## src/rtl/tusca_pkg.sv

```systemverilog
// rtl/tusca_pkg.sv - shared state encodings, default constants and level helper for tusca
package tusca_pkg;

  localparam int NIVEL_W    = 3;
  localparam int N_LIMIARES = 5;

  localparam int PERIODO_DELAY_DEF     = 50_000_000;
  localparam int CLK_BIT_MEDIDA_DEF    = 5208;
  localparam int CLK_BIT_CONFIG_DEF    = 434;
  localparam int PERIODO_PWM_VENT_DEF  = 50_000;
  localparam int PERIODO_SERVO_DEF     = 1_000_000;
  localparam int PASSO_SERVO_DEF       = 25_000_000;
  localparam int PULSO_SERVO_MIN_DEF   = 50_000;
  localparam int PULSO_SERVO_PASSO_DEF = 12_500;

  typedef enum logic [3:0] {
    INICIAL  = 4'd0,
    SOLICITA = 4'd1,
    AGUARDA  = 4'd2,
    ATUALIZA = 4'd3,
    ESPERA   = 4'd4
  } estado_t;

  typedef enum logic [3:0] {
    OCIOSO   = 4'd0,
    RECEBE   = 4'd1,
    VERIFICA = 4'd2,
    ERRO     = 4'd3
  } estado_cfg_t;

  typedef enum logic [3:0] {
    RX_IDLE     = 4'd0,
    RX_START    = 4'd1,
    RX_DADOS    = 4'd2,
    RX_PARIDADE = 4'd3,
    RX_STOP     = 4'd4
  } estado_rx_t;

  // Level = how many thresholds the integer temperature has reached.
  function automatic logic [NIVEL_W-1:0] calc_nivel(input logic [7:0] temp,
                                                    input logic [N_LIMIARES*8-1:0] limiares);
    logic [NIVEL_W-1:0] n;
    n = '0;
    for (int k = 0; k < N_LIMIARES; k++)
      if (limiares[k*8 +: 8] <= temp) n = n + NIVEL_W'(1);
    return n;
  endfunction

endpackage

```

## src/rtl/tusca_uart_rx_paridade.sv

```systemverilog
// rtl/tusca_uart_rx_paridade.sv - 8O1 UART receiver, mid-bit sampling, flags parity/stop errors
module uart_rx_paridade
  import tusca_pkg::*;
#(
  parameter int CLKS_POR_BIT = CLK_BIT_CONFIG_DEF
) (
  input  logic       clock,
  input  logic       reset,
  input  logic       rx_serial,
  output logic [7:0] rx_tdata,
  output logic       rx_tvalid,
  output logic       parity_err,
  output logic [3:0] estado
);

  localparam int CW = $clog2(CLKS_POR_BIT) + 1;
  localparam logic [CW-1:0] FIM_BIT  = CW'(CLKS_POR_BIT - 1);
  localparam logic [CW-1:0] MEIO_BIT = CW'(CLKS_POR_BIT / 2 - 1);

  estado_rx_t    est, prox;
  logic [CW-1:0] cnt;
  logic [2:0]    idx;
  logic [7:0]    shreg;
  logic          par_bit;
  logic          rx_s0, rx_s;

  always_ff @(posedge clock or posedge reset) begin
    if (reset) est <= RX_IDLE;
    else       est <= prox;
  end

  always_comb begin
    prox = est;
    case (est)
      RX_IDLE:     if (!rx_s) prox = RX_START;
      RX_START:    if (cnt == MEIO_BIT) prox = rx_s ? RX_IDLE : RX_DADOS;
      RX_DADOS:    if (cnt == FIM_BIT && idx == 3'd7) prox = RX_PARIDADE;
      RX_PARIDADE: if (cnt == FIM_BIT) prox = RX_STOP;
      RX_STOP:     if (cnt == FIM_BIT) prox = RX_IDLE;
      default:     prox = RX_IDLE;
    endcase
  end

  always_ff @(posedge clock or posedge reset) begin
    if (reset) begin
      rx_s0      <= 1'b1;
      rx_s       <= 1'b1;
      cnt        <= '0;
      idx        <= '0;
      shreg      <= '0;
      par_bit    <= 1'b0;
      rx_tdata   <= '0;
      rx_tvalid  <= 1'b0;
      parity_err <= 1'b0;
    end else begin
      rx_s0     <= rx_serial;
      rx_s      <= rx_s0;
      rx_tvalid <= 1'b0;
      if (est == RX_IDLE || est != prox || cnt == FIM_BIT) cnt <= '0;
      else                                                 cnt <= cnt + CW'(1);
      if (est == RX_START) idx <= '0;
      if (est == RX_DADOS && cnt == FIM_BIT) begin
        shreg <= {rx_s, shreg[7:1]};
        idx   <= idx + 3'd1;
      end
      if (est == RX_PARIDADE && cnt == FIM_BIT) par_bit <= rx_s;
      // A missing stop bit is reported through the same error flag as bad parity.
      if (est == RX_STOP && cnt == FIM_BIT) begin
        rx_tvalid  <= 1'b1;
        rx_tdata   <= shreg;
        parity_err <= ~(^{shreg, par_bit}) | ~rx_s;
      end
    end
  end

  assign estado = est;

endmodule

```

## src/rtl/tusca.sv

```systemverilog
// rtl/tusca.sv - temperature loop: measurement request/reception, threshold config, relay, fan PWM, servo sweep
module tusca
  import tusca_pkg::*;
#(
  parameter int PERIODO_DELAY     = PERIODO_DELAY_DEF,
  parameter int CLK_BIT_MEDIDA    = CLK_BIT_MEDIDA_DEF,
  parameter int CLK_BIT_CONFIG    = CLK_BIT_CONFIG_DEF,
  parameter int PERIODO_PWM_VENT  = PERIODO_PWM_VENT_DEF,
  parameter int PERIODO_SERVO     = PERIODO_SERVO_DEF,
  parameter int PASSO_SERVO       = PASSO_SERVO_DEF,
  parameter int PULSO_SERVO_MIN   = PULSO_SERVO_MIN_DEF,
  parameter int PULSO_SERVO_PASSO = PULSO_SERVO_PASSO_DEF
) (
  input  logic               clock,
  input  logic               reset,
  input  logic               start,
  input  logic               definir_config,
  input  logic               gira,
  input  logic               rx_serial_medida,
  input  logic               rx_serial_config,
  output logic               medir_dht11_out,
  output logic               erro_config,
  output logic               rele,
  output logic               pwm_ventoinha,
  output logic               pwm_servo,
  output logic               db_sel,
  output logic [3:0]         db_estado,
  output logic [3:0]         db_estado_interface_dht11,
  output logic [3:0]         db_estado_config_manager,
  output logic [3:0]         db_estado_recepcao_config,
  output logic [3:0]         db_estado_recepcao_medida,
  output logic [15:0]        db_mux,
  output logic [NIVEL_W-1:0] db_nivel_temperatura,
  output logic               db_pwm_ventoinha,
  output logic               db_pwm_servo,
  output logic               db_rx_serial_config,
  output logic               db_rx_serial_medida
);

  logic [7:0] med_tdata, cfg_tdata;
  logic       med_tvalid, cfg_tvalid, med_perr, cfg_perr_byte;

  uart_rx_paridade #(.CLKS_POR_BIT(CLK_BIT_MEDIDA)) u_rx_medida (
    .clock(clock), .reset(reset), .rx_serial(rx_serial_medida),
    .rx_tdata(med_tdata), .rx_tvalid(med_tvalid), .parity_err(med_perr),
    .estado(db_estado_recepcao_medida)
  );

  uart_rx_paridade #(.CLKS_POR_BIT(CLK_BIT_CONFIG)) u_rx_config (
    .clock(clock), .reset(reset), .rx_serial(rx_serial_config),
    .rx_tdata(cfg_tdata), .rx_tvalid(cfg_tvalid), .parity_err(cfg_perr_byte),
    .estado(db_estado_recepcao_config)
  );

  // Measurement loop
  estado_t        est, prox;
  logic [31:0]    cnt_espera;
  logic [1:0]     n_bytes;
  logic [3:0][7:0] med_buf;
  logic [15:0]    temperatura, umidade;
  logic           umidade_unused;

  always_ff @(posedge clock or posedge reset) begin
    if (reset) est <= INICIAL;
    else       est <= prox;
  end

  always_comb begin
    prox            = est;
    medir_dht11_out = 1'b0;
    case (est)
      INICIAL:  if (start) prox = SOLICITA;
      SOLICITA: begin
        medir_dht11_out = 1'b1;
        prox            = AGUARDA;
      end
      AGUARDA: begin
        if (med_tvalid) begin
          if (med_perr)            prox = ESPERA;
          else if (n_bytes == 2'd3) prox = ATUALIZA;
        end
      end
      ATUALIZA: prox = ESPERA;
      ESPERA:   if (cnt_espera == 32'(PERIODO_DELAY - 1)) prox = SOLICITA;
      default:  prox = INICIAL;
    endcase
  end

  always_ff @(posedge clock or posedge reset) begin
    if (reset) begin
      cnt_espera  <= '0;
      n_bytes     <= '0;
      med_buf     <= '0;
      temperatura <= '0;
      umidade     <= '0;
    end else begin
      if (est == ESPERA) cnt_espera <= cnt_espera + 32'd1;
      else               cnt_espera <= '0;
      if (est == SOLICITA) n_bytes <= '0;
      if (est == AGUARDA && med_tvalid) begin
        med_buf[n_bytes] <= med_tdata;
        n_bytes          <= n_bytes + 2'd1;
      end
      if (est == ATUALIZA) begin
        temperatura <= {med_buf[1], med_buf[0]};
        umidade     <= {med_buf[3], med_buf[2]};
      end
    end
  end

  assign umidade_unused = ^umidade;

  // Threshold configuration
  estado_cfg_t     est_cfg, prox_cfg;
  logic [3:0]      n_cfg;
  logic [9:0][7:0] cfg_buf;
  logic            cfg_perr;
  logic            cfg_ok;
  logic [N_LIMIARES*8-1:0] limiares;
  logic [15:0]     ultima_palavra;

  always_ff @(posedge clock or posedge reset) begin
    if (reset) est_cfg <= OCIOSO;
    else       est_cfg <= prox_cfg;
  end

  always_comb begin
    cfg_ok = ~cfg_perr;
    for (int k = 0; k < N_LIMIARES; k++)
      if (cfg_buf[2*k] != 8'(k)) cfg_ok = 1'b0;
    for (int k = 0; k < N_LIMIARES - 1; k++)
      if (cfg_buf[2*k+1] >= cfg_buf[2*k+3]) cfg_ok = 1'b0;
  end

  always_comb begin
    prox_cfg = est_cfg;
    if (definir_config) prox_cfg = RECEBE;
    else begin
      case (est_cfg)
        RECEBE:   if (cfg_tvalid && n_cfg == 4'd9) prox_cfg = VERIFICA;
        VERIFICA: prox_cfg = cfg_ok ? OCIOSO : ERRO;
        default:  prox_cfg = est_cfg;
      endcase
    end
  end

  always_ff @(posedge clock or posedge reset) begin
    if (reset) begin
      n_cfg          <= '0;
      cfg_buf        <= '0;
      cfg_perr       <= 1'b0;
      limiares       <= '1;
      ultima_palavra <= '0;
    end else if (definir_config) begin
      n_cfg    <= '0;
      cfg_perr <= 1'b0;
    end else begin
      if (est_cfg == RECEBE && cfg_tvalid) begin
        cfg_buf[n_cfg] <= cfg_tdata;
        n_cfg          <= n_cfg + 4'd1;
        if (cfg_perr_byte) cfg_perr <= 1'b1;
        if (n_cfg[0]) ultima_palavra <= {cfg_tdata, cfg_buf[n_cfg - 4'd1]};
      end
      // All five thresholds move together, only once the whole block checked out.
      if (est_cfg == VERIFICA && cfg_ok)
        limiares <= {cfg_buf[9], cfg_buf[7], cfg_buf[5], cfg_buf[3], cfg_buf[1]};
    end
  end

  logic [NIVEL_W-1:0] nivel;
  assign nivel = calc_nivel(temperatura[15:8], limiares);

  // Fan PWM
  logic [31:0] cnt_pwm, duty;

  always_comb begin
    duty = '0;
    case (nivel)
      3'd1:    duty = 32'(PERIODO_PWM_VENT / 5);
      3'd2:    duty = 32'(PERIODO_PWM_VENT * 2 / 5);
      3'd3:    duty = 32'(PERIODO_PWM_VENT * 3 / 5);
      3'd4:    duty = 32'(PERIODO_PWM_VENT * 4 / 5);
      3'd5:    duty = 32'(PERIODO_PWM_VENT);
      default: duty = '0;
    endcase
  end

  always_ff @(posedge clock or posedge reset) begin
    if (reset) begin
      cnt_pwm       <= '0;
      pwm_ventoinha <= 1'b0;
    end else begin
      cnt_pwm       <= (cnt_pwm == 32'(PERIODO_PWM_VENT - 1)) ? '0 : cnt_pwm + 32'd1;
      pwm_ventoinha <= (cnt_pwm < duty);
    end
  end

  // Servo: pulse length is latched at the frame boundary so every frame is clean.
  logic [31:0] cnt_servo, cnt_passo, pulso_len;
  logic [2:0]  pos;
  logic        subindo;

  always_ff @(posedge clock or posedge reset) begin
    if (reset) begin
      cnt_servo <= '0;
      cnt_passo <= '0;
      pulso_len <= 32'(PULSO_SERVO_MIN);
      pos       <= '0;
      subindo   <= 1'b1;
      pwm_servo <= 1'b0;
    end else begin
      pwm_servo <= (cnt_servo < pulso_len);
      if (cnt_servo == 32'(PERIODO_SERVO - 1)) begin
        cnt_servo <= '0;
        pulso_len <= 32'(PULSO_SERVO_MIN) + 32'(pos) * 32'(PULSO_SERVO_PASSO);
      end else begin
        cnt_servo <= cnt_servo + 32'd1;
      end
      if (!gira) begin
        cnt_passo <= '0;
      end else if (cnt_passo == 32'(PASSO_SERVO - 1)) begin
        cnt_passo <= '0;
        if (subindo) begin
          if (pos == 3'd4) begin pos <= 3'd3; subindo <= 1'b0; end
          else             pos <= pos + 3'd1;
        end else begin
          if (pos == 3'd0) begin pos <= 3'd1; subindo <= 1'b1; end
          else             pos <= pos - 3'd1;
        end
      end else begin
        cnt_passo <= cnt_passo + 32'd1;
      end
    end
  end

  assign erro_config               = (est_cfg == ERRO);
  assign rele                      = (nivel != '0);
  assign db_sel                    = (est_cfg != OCIOSO);
  assign db_mux                    = db_sel ? ultima_palavra : temperatura;
  assign db_estado                 = est;
  assign db_estado_interface_dht11 = {2'b00, n_bytes};
  assign db_estado_config_manager  = est_cfg;
  assign db_nivel_temperatura      = nivel;
  assign db_pwm_ventoinha          = pwm_ventoinha;
  assign db_pwm_servo              = pwm_servo;
  assign db_rx_serial_config       = rx_serial_config;
  assign db_rx_serial_medida       = rx_serial_medida;

endmodule

```

## config.mk

```make
export PLATFORM = sky130hd
export DESIGN_NAME = tusca
export DESIGN_NICKNAME = d
export VERILOG_FILES = /design/src/rtl/tusca_pkg.sv /design/src/rtl/tusca_uart_rx_paridade.sv /design/src/rtl/tusca.sv
export SDC_FILE = /design/constraint.sdc
export NUM_CORES = 1
export LEC_CHECK = 0
export CAP_MARGIN = 20
export CORE_UTILIZATION = 24
export CTS_CLUSTER_DIAMETER = 100
export DETAILED_ROUTE_END_ITERATION = 8
export GPL_ROUTABILITY_DRIVEN = 0
export PLACE_DENSITY_LB_ADDON = 0.25
export SYNTH_ARGS = -nofsm -noshare
export SYNTH_HDL_FRONTEND = slang
export SYNTH_SLANG_ARGS = --single-unit
```

## constraint.sdc

```tcl
create_clock -name clock -period 16.1 [get_ports clock]
set_clock_uncertainty 0.15 [all_clocks]
set_input_delay 4.83 -clock clock [delete_from_list [all_inputs] [get_ports clock]]
set_output_delay 4.83 -clock clock [all_outputs]
set_load 0.01 [all_outputs]
```

# After elaboration in Yosys (flattened, before gate mapping)
# Cells that the tools add are included.
op_classes:
  n_mul: 1
  reduce_logical: 40
  n_addsub: 18
  shift: 0
  n_div: 0
  muxes: 75
  bitwise: 8
  order_cmp: 16
  n_eq_ne: 44
ops:
  columns: ["cell", "count"]
  rows:
  - ["32-bit 2-to-1 mux", 5]
  - ["32-bit by 1-bit adder with 32-bit output, second input constant", 4]
  - ["80-bit bitwise mux", 1]
  - ["16-bit case mux with 5 select lines", 1]
  - ["4-bit 2-to-1 mux", 19]
  - ["32-bit less-than comparator", 2]
  - ["4-bit case mux with 5 select lines", 3]
  - ["8-bit <= comparator", 5]
  - ["3-bit 2-to-1 mux", 11]
  - ["8-bit binary-select mux with 4-bit select", 1]
  - ["32-bit bitwise mux", 1]
  - ["8-bit demux with 4-bit select", 1]
  - ["32-bit by 16-bit == test with 1-bit output, second input constant", 1]
  - ["32-bit by 20-bit == test with 1-bit output, second input constant", 1]
  - ["32-bit by 25-bit == test with 1-bit output, second input constant", 1]
  - ["32-bit by 26-bit == test with 1-bit output, second input constant", 1]
  - ["4-bit by 2-bit == test with 1-bit output, second input constant", 8]
  - ["8-bit greater-or-equal comparator", 4]
  - ["8-bit 2-to-1 mux", 3]
  - ["3-bit by 1-bit adder with 3-bit output, second input constant", 7]
  - ["1-bit 2-to-1 mux", 19]
  - ["16-bit by 17-bit adder with 18-bit output, first input constant", 1]
  - ["9-bit XOR reduction", 2]
  - ["8-bit demux with 2-bit select", 1]
  - ["other kinds (48)", 99]
word_totals:
  romBits: 0
  regBits: 445
  mem_count: 0
  latchBits: 0
  ram_bits: 0

# Depth between registers and ports, before layout
# Gate-level depths: netlist of the first run.
depth:
  word_depth: 13
  mapped_depth: 31
  ltp_nobuf: 31

# Hierarchy
# A second synthesis of the first run with hierarchy kept.
hier_totals:
  cells_unflattened: 1943
  area_unflattened_um2: 21797.2
modules_own_cells:
  columns: ["module", "n_inst", "area_each_um2", "cells_each"]
  rows:
  - ["tusca", 1, 17839.6, 1617]
  - ["uart_rx_paridade at u_rx_medida", 1, 2099.5, 173]
  - ["uart_rx_paridade at u_rx_config", 1, 1858.0, 153]

# Worst setup path before layout of the first run
# No wires, ideal clock.
synth_path:
  kind: "input-to-output"
  startpoint: "input port rx_serial_config"
  endpoint: "output port db_rx_serial_config"
  required_time_ns: 11.120
  path_stages: 1
  path_buffers: 1
  t_arrival_ns: 4.949
  slack_ns: 6.171
  path_cell_list: "buf_4"
synth_lines:
  columns: ["element", "line_no", "source"]
  rows:
  - ["from (decl)", "tusca.sv:20", "input logic rx_serial_config,"]
  - ["to (decl)", "tusca.sv:36", "output logic db_rx_serial_config,"]
# No word-level cell between the ends.

# Worst setup path in the final report of the first run
layout_path:
  startpoint: "register temperatura[9]"
  endpoint: "output port rele"
layout_between:
  elab_chain_len: 11
  elab_cells_between_ends: 15
  classes_between: "add/sub (4); order compare (5); mux (5); reduce/logical (1)"
layout_rtl:
  columns: ["element", "line_no", "source"]
  rows:
  - ["from (decl)", "tusca.sv:60", "logic [15:0] temperatura, umidade;"]
  - ["from (signal assigned)", "tusca.sv:105", "temperatura <= {med_buf[1], med_buf[0]};"]
  - ["8-bit <= comparator", "tusca_pkg.sv:45", "if (limiares[k*8 +: 8] <= temp) n = n + NIVEL_W'(1);"]
  - ["1-bit 2-to-1 mux", "tusca_pkg.sv:45", null]
  - ["3-bit by 1-bit adder with 3-bit output", "tusca_pkg.sv:45", null]
  - ["3-bit 2-to-1 mux", "tusca_pkg.sv:45", null]
  - ["3-bit by 1-bit adder with 3-bit output", "tusca_pkg.sv:45", null]
  - ["3-bit 2-to-1 mux", "tusca_pkg.sv:45", null]
  - ["3-bit by 1-bit adder with 3-bit output", "tusca_pkg.sv:45", null]
  - ["3-bit 2-to-1 mux", "tusca_pkg.sv:45", null]
  - ["3-bit by 1-bit adder with 3-bit output", "tusca_pkg.sv:45", null]
  - ["3-bit 2-to-1 mux (*)", "tusca_pkg.sv:45", null]
  - ["3-bit nonzero test (*)", "tusca.sv:237", "assign rele = (nivel != '0);"]
  - ["to (decl)", "tusca.sv:23", "output logic rele,"]
# Mark *: on every way between the ends. The rest lies on a longest branch, timed or not.

==> results.toml, run 1 <==
[global_routing]
grt_overflow = 0
antenna_found_initial = 0
grt_pass1_vias = 14710
grt_pass1_wl_um = 81190
grt_max_degree = 85
grt_usage_pct = 11.06

[run_status]
violations = "DRC"
status = "complete, but fails checks"

[critical_path]
crit_top_cell = "ha_1"
cp_data_required_time_ps = 11120
start_kind = "register"
critPathCaptureType = "output port"
crit_chain = "inv_1 > ha_1 > nor2b_1 > o21a_1 > o21ai_0 > nand2b_1 > a21oi_1 > o21ai_0 > o21ai_0 > inv_1 > ha_1 > or3_1 > o311a_1 > and2_1 > ha_1 > nand2_1 > nand2_1 > ha_1 > nor3b_1 > a221oi_2 > and2b_1 > nand2_1 > clkdlybuf4s50_1"
cp_slowest_cell = "a221oi_2"
cp_max_fo = 10
criticalPathCategory = "register to output port"
cp_data_arrival_time_ps = 5840
reg2reg_slack_ps = 9910
crit_path_max_incr_delay_ps = 640

[sta]
finalHoldViolations = 0
post-route-min-period_ps = 10820
setup_viol = 0
relSlewSlack_pct = 32.43
fmax_ghz = 0.09238
grt_setup_unrepaired = "no"
drv_slew = 0
period_share_pct = 67.23
tns_ps = 0
worstMarginPinSlew_ps = 1013

[drt]
drt_iter0_drc = 635
vias = 14420
dr.pass1.iters = 7
wire_per_inst_um = 15.35
drc_errors = 8
wl_um = 49790
ant_nets = 0
viasPerCell = 4.444

[floorplan]
core_area_mm2 = 0.08851
die_h_um = 301.0
die_width_um = 301.0
die-area_mm2 = 0.09058
pin_count = 56
initial_core_util_pct = 24.24
fp-row-count = 109

[final_layout]
fill_cells = 9115
drive_gt1_share_pct = 17.51
diodes = 0
fin_area_mm2 = 0.02496
nets = 2182
areaGrowthSynthToFinish_pct = 16.35

[job]
drv_cap = 0

[synth]
syn_area_per_cell_um2 = 10.83
synth.largest_area_cell = "dfrtp_1"
synth-edff-count = 0
yosysTopAreaCellShare_pct = 41.76
ys_seq_elements = 409
synth.cell_area_mm2 = 0.02145
ys_types = 77
ys_seq_area_share_pct = 48.01
synth_area_leaders = "dfrtp_1 42%, ha_1 7.9%, mux2_2 7.7%"
ys.flop_type = "dfrtp_1"
yosysWarningCount = 0
syn_inst = 1980
synthArstFlopShare_pct = 100.0

[cts]
htreeDepth = 2
cts.clk_slew.worst_paths_ps = 60
cts-root-buf = "clkbuf_16"
post_cts_resized = 0
clkLatencyLatePin_ps = 600
cts.sinks = 409
cts_tree = "done"
clk_path_buf_depth = 3
cts_made_buffers = 50
ctsHoldBuffers = 0
post_cts_buffers = 0

[placement]
place.detailed.hpwl_um = 35490
dpl_cell_area_mm2 = 0.02322
port_buffers = 50

[power_and_ir_drop]
p_per_area_mw_per_mm2 = 89.44
power_uw = 2232
ir_drop_uv = 66.23
leakage_uw = 0.01115

[worst_hold_path]
hold_path_class = "register to register"
==> power by group <==
group / switching (µW) / total [µW] / internal, µW
clock: 457 / 1150 / 694
combinational: 32.1 / 43.6 / 11.6
sequential: 4.34 / 1040 / 1030
total: 494 / 2230 / 1740
==> cells by family after synthesis <==
logic type                 after synthesis  share of synthesized area [%]
and+or+nand+nor                        691                          16.26
DFF                                    409                          48.01
AOI/OAI and AO/OA                      223                          6.433
muxes                                  200                          11.55
xor gates and xnor gates               160                          6.568
buffers and inverters                  160                          3.196
adders and majority gates              136                          7.967
other                                    1                        0.01748
==> worst max-delay path: cells and delay by family, from the launching register on <==
| kind | cells | cell delay, ps |
|---|---|---|
| buffers and inverters | 3 | 790 |
| DFF | 1 | 370 |
| adders and majority gates | 4 | 1210 |
| AOI/OAI and AO/OA | 7 | 1460 |
| and+or+nand+nor | 9 | 1410 |
==> synth_stat cells, types with 8 or more instances <==
library cell and n:
a21oi_1 58, nor2b_1 12, dfstp_2 51, inv_1 94, mux4_2 9, nor2_4 9
nor2_1 142, mux2_4 36, xnor2_1 74, nand2b_1 13, a31oi_1 10, o21a_1 10
nor4_1 25, nor4b_1 13, and3_1 43, a211oi_1 8, dfrtp_1 358, clkbuf_1 46
nand4_1 39, nor3_1 29, buf_4 10, mux2_2 147, a21o_1 21, nand3_1 90
o21ai_0 77, ha_1 135, nand2_1 205, mux2i_1 8, and2_1 14, nor3b_1 9
or3_1 18, xor2_1 85
==> cell usage in the layout (no fill, tap or decap), types with 25 or more instances in the layout <==
master	n
inv_1	93
a21oi_1	58
mux2_2	147
nand3_1	90
xor2_1	85
xnor2_1	74
nor3_1	29
clkdlybuf4s50_1	50
mux2_4	36
nand2_1	205
dfrtp_1	358
and3_1	43
nand4_1	39
o21ai_0	77
dfstp_2	51
clkbuf_16	51
nor2_1	142
nor4_1	25
ha_1	135
==> per-stage QoR <==
stage / hold slack [ps] / utilization (%) / setup WS (ps) / std cells
2_1_floorplan: 195.2 / - / 5650 / 1986
3_3_place_gp: 195.9 / 26.21 / 5278 / 3149
3_5_place_dp: 199.1 / 26.23 / 5263 / 3150
4_1_cts: 207.6 / 28.14 / 5213 / 3242
5_1_grt: 210.0 / 28.20 / 4916 / 3244
6_report: 205.4 / 28.20 / 5276 / 3244
==> layout make-up <==
class	instances	area, µm²	share of cell area [%]
Clock buffer	74	1463	5.860
Clock inverter	18	225.2	0.9023
Inverter	96	364.1	1.459
Multi-Input combinational cell	1417	10490	42.03
Sequential cell	409	10300	41.26
Tap cell	1165	1458	5.840
Timing Repair Buffer	65	660.6	2.647
==> per-layer routing <==
metal / vias to the layer above / GRT usage [%] / part of all wire (%)
met1: 7162 / 15.04 / 49
li1: 7052 / - / -
met4: 0 / 3.227 / 2.2
met5: - / 0 / 0
met2: 134 / 17.98 / 46
met3: 68 / 1.818 / 2.7
==> worst paths after layout <==
check | start | to | cells past startpoint
min in group asynchronous | reset | u_rx_medida.shreg[1] | 2
max | temperatura[9] | rele | 23
max reg2reg | temperatura[9] | db_pwm_ventoinha | 31
min | u_rx_config.rx_s0 | u_rx_config.rx_s | 0
max in group asynchronous | reset | cfg_buf[24] | 5
min reg2reg | u_rx_config.rx_s0 | u_rx_config.rx_s | 0
==> sequential cells by signal (all words and copies together) (netlist names), 10 cells and up, named ones only <==
register and cells:
cfg_buf 80, cnt_espera 32, cnt_passo 32, cnt_pwm 32
cnt_servo 32, limiares 40, med_buf 16, pulso_len 15
temperatura 16, u_rx_config.cnt 10, u_rx_medida.cnt 14, ultima_palavra 16
Note: power is estimated with default switching activity, not from simulation.
==> inputs of run 2 (changes only) <==
==> constraint.sdc (replaced) <==
create_clock -name clock -period 10.97 [get_ports clock]
set_clock_uncertainty 0.15 [all_clocks]
set_input_delay 3.291 -clock clock [delete_from_list [all_inputs] [get_ports clock]]
set_output_delay 3.291 -clock clock [all_outputs]
set_load 0.01 [all_outputs]
==> run 2 against run 1 <==
Compared with the run above:
- the run still ends with DRC left
- first-iteration DRC count increased by 13%
- core utilization decreased by 0.12 points
- via count about the same
- highest routed layer unchanged
==> results.toml, run 2 (same netlist as run 1, synthesis figures left out) <==
[drt]
ant_nets = 0
drc_errors = 8
drt_iter0_drc = 717
dr.pass1.iters = 7
wire_per_inst_um = 15.34
viasPerCell = 4.454
wl_um = 49690
vias = 14430

[power_and_ir_drop]
leakage_uw = 0.01109
pwr-share-clk_pct = 51.1
seqPwrFrac_pct = 47.0
p_per_area_mw_per_mm2 = 130.4
p_int_uw = 2529
swShare_pct = 21.95
switchingPower_uw = 711.2
ir_drop_uv = 109.4
combPwrFrac_pct = 1.9

[final_layout]
diodes = 0
largest_reg_flops = 80
drive_gt1_share_pct = 17.21
nets = 2178
final_common_cell = "dfrtp_1"
areaGrowthSynthToFinish_pct = 15.85
reg.largest.list = "cfg_buf (80), limiares (40)"
largest-register = "cfg_buf"
fin_cells = 3239
mostFrequentLayoutCells = "358 x dfrtp_1, 205 x nand2_1, 147 x mux2_2"
final_util_pct = 28.08

[sta]
period_share_pct = 84.69
tns_ps = 0
relSlewSlack_pct = 27.36
post-route-min-period_ps = 9291
fmax_ghz = 0.1076
setup_viol = 0
worstMarginPinSlew_ps = 1074
grt_setup_unrepaired = "no"
drv_slew = 0
hold_ws_ps = 202.7
finalHoldViolations = 0

[floorplan]
die_width_um = 301.0
initial_core_util_pct = 24.24
pin_count = 56
die_h_um = 301.0
die-area_mm2 = 0.09058
core_area_mm2 = 0.08851
fp-row-count = 109

[cts]
cts_made_buffers = 49
cts.sinks = 409
cts_tree = "done"
post_cts_resized = 0
cts-root-buf = "clkbuf_16"
ctsHoldBuffers = 0
htreeDepth = 2
cts.clk_slew.worst_paths_ps = 60
post_cts_buffers = 0
clkLatencyLatePin_ps = 590
clk_path_buf_depth = 3

[placement]
port_buffers = 50
place.detailed.hpwl_um = 35340
place_inst = 3149

[global_routing]
grt_max_degree = 172
antenna_found_initial = 0
grt_pass1_wl_um = 81270
grt_usage_pct = 11.09
grt_overflow = 0
grt_pass1_vias = 14830

[run_status]
status = "complete, but fails checks"
violations = "DRC"

[critical_path]
reg2reg_from = "temperatura[9]"
cp_max_fo = 10
cp_data_arrival_time_ps = 5850
critPathCaptureType = "output port"
cp-startpoint = "temperatura[9]"
criticalPathCategory = "register to output port"
cp_data_required_time_ps = 7530
start_kind = "register"

[worst_hold_path]
hold_path_class = "register to register"
hold_start = "u_rx_config.rx_s0"

[job]
drv_cap = 0
-- run 2: cell count changes in the layout (fill, tap and decap cells not counted), sizes merged --
| cell | previous run | this run |
|---|---|---|
| buf | 15 | 12 |
| clkinv | 10 | 8 |
| clkinvlp | 3 | 4 |
| clkbuf | 74 | 72 |
| bufinv | 4 | 5 |
-- run 2: worst paths after layout --
kind,endpoint,slack [ps],cells after the start
max in group asynchronous,cnt_pwm[26],5670,4
worst max-delay path,rele,1680,23
worst max register to register,db_pwm_ventoinha,4780,29
min in group asynchronous,u_rx_medida.estado[3],2990,2
worst min-delay path,u_rx_config.rx_s,200,0
worst min register to register,u_rx_config.rx_s,200,0
-- run 2: cell type report --
type / count / area, µm²
clock buffer: 72 / 1393
inverter: 96 / 364.1
sequential: 409 / 10300
multi-input combinational: 1417 / 10490
tap: 1165 / 1458
timing repair buffer: 62 / 610.6
fill: 9060 / 63660
clock inverter: 18 / 237.7
-- run 2: worst max-delay path, stage by stage (launching register included) --
cell and delay (ps):
dfrtp_1 370, inv_1 220, ha_1 300, nor2b_1 130, o21a_1 150, o21ai_0 140, nand2b_1 70, a21oi_1 130
o21ai_0 80, o21ai_0 170, inv_1 90, ha_1 350, or3_1 390, o311a_1 140, and2_1 190, ha_1 310
nand2_1 70, nand2_1 50, ha_1 290, nor3b_1 150, a221oi_2 620, and2b_1 280, nand2_1 80, clkdlybuf4s50_1 490
-- run 2: stage by stage --
step / setup slack, ps / total power [µW] / cell area [µm²]
CTS: 1655 / 3306 / 24850
global placement: 2346 / 1611 / 23210
detailed placement: 2312 / 1613 / 23220
finish: 1680 / 3240 / 24850
global route: 1248 / 3372 / 24850
floorplan: 2059 / 1590 / 21480
-- run 2: metal layers --
layer,wire length [µm],GRT usage (%),up-vias
met5,0,0,-
met4,1066,3.082,0
met1,24430,15.28,7185
li1,-,-,7039
met3,1479,1.962,64
met2,22710,17.75,137
-- run 2: power groups by stage --
stage          sequential (µW)  clock, µW  combinational [µW]
2_1_floorplan             1550          0                43.4
3_3_place_gp              1550          0                63.5
3_5_place_dp              1550          0                65.3
4_1_cts                   1520       1720                65.6
5_1_grt                   1520       1780                72.2
6_report                  1520       1660                61.8
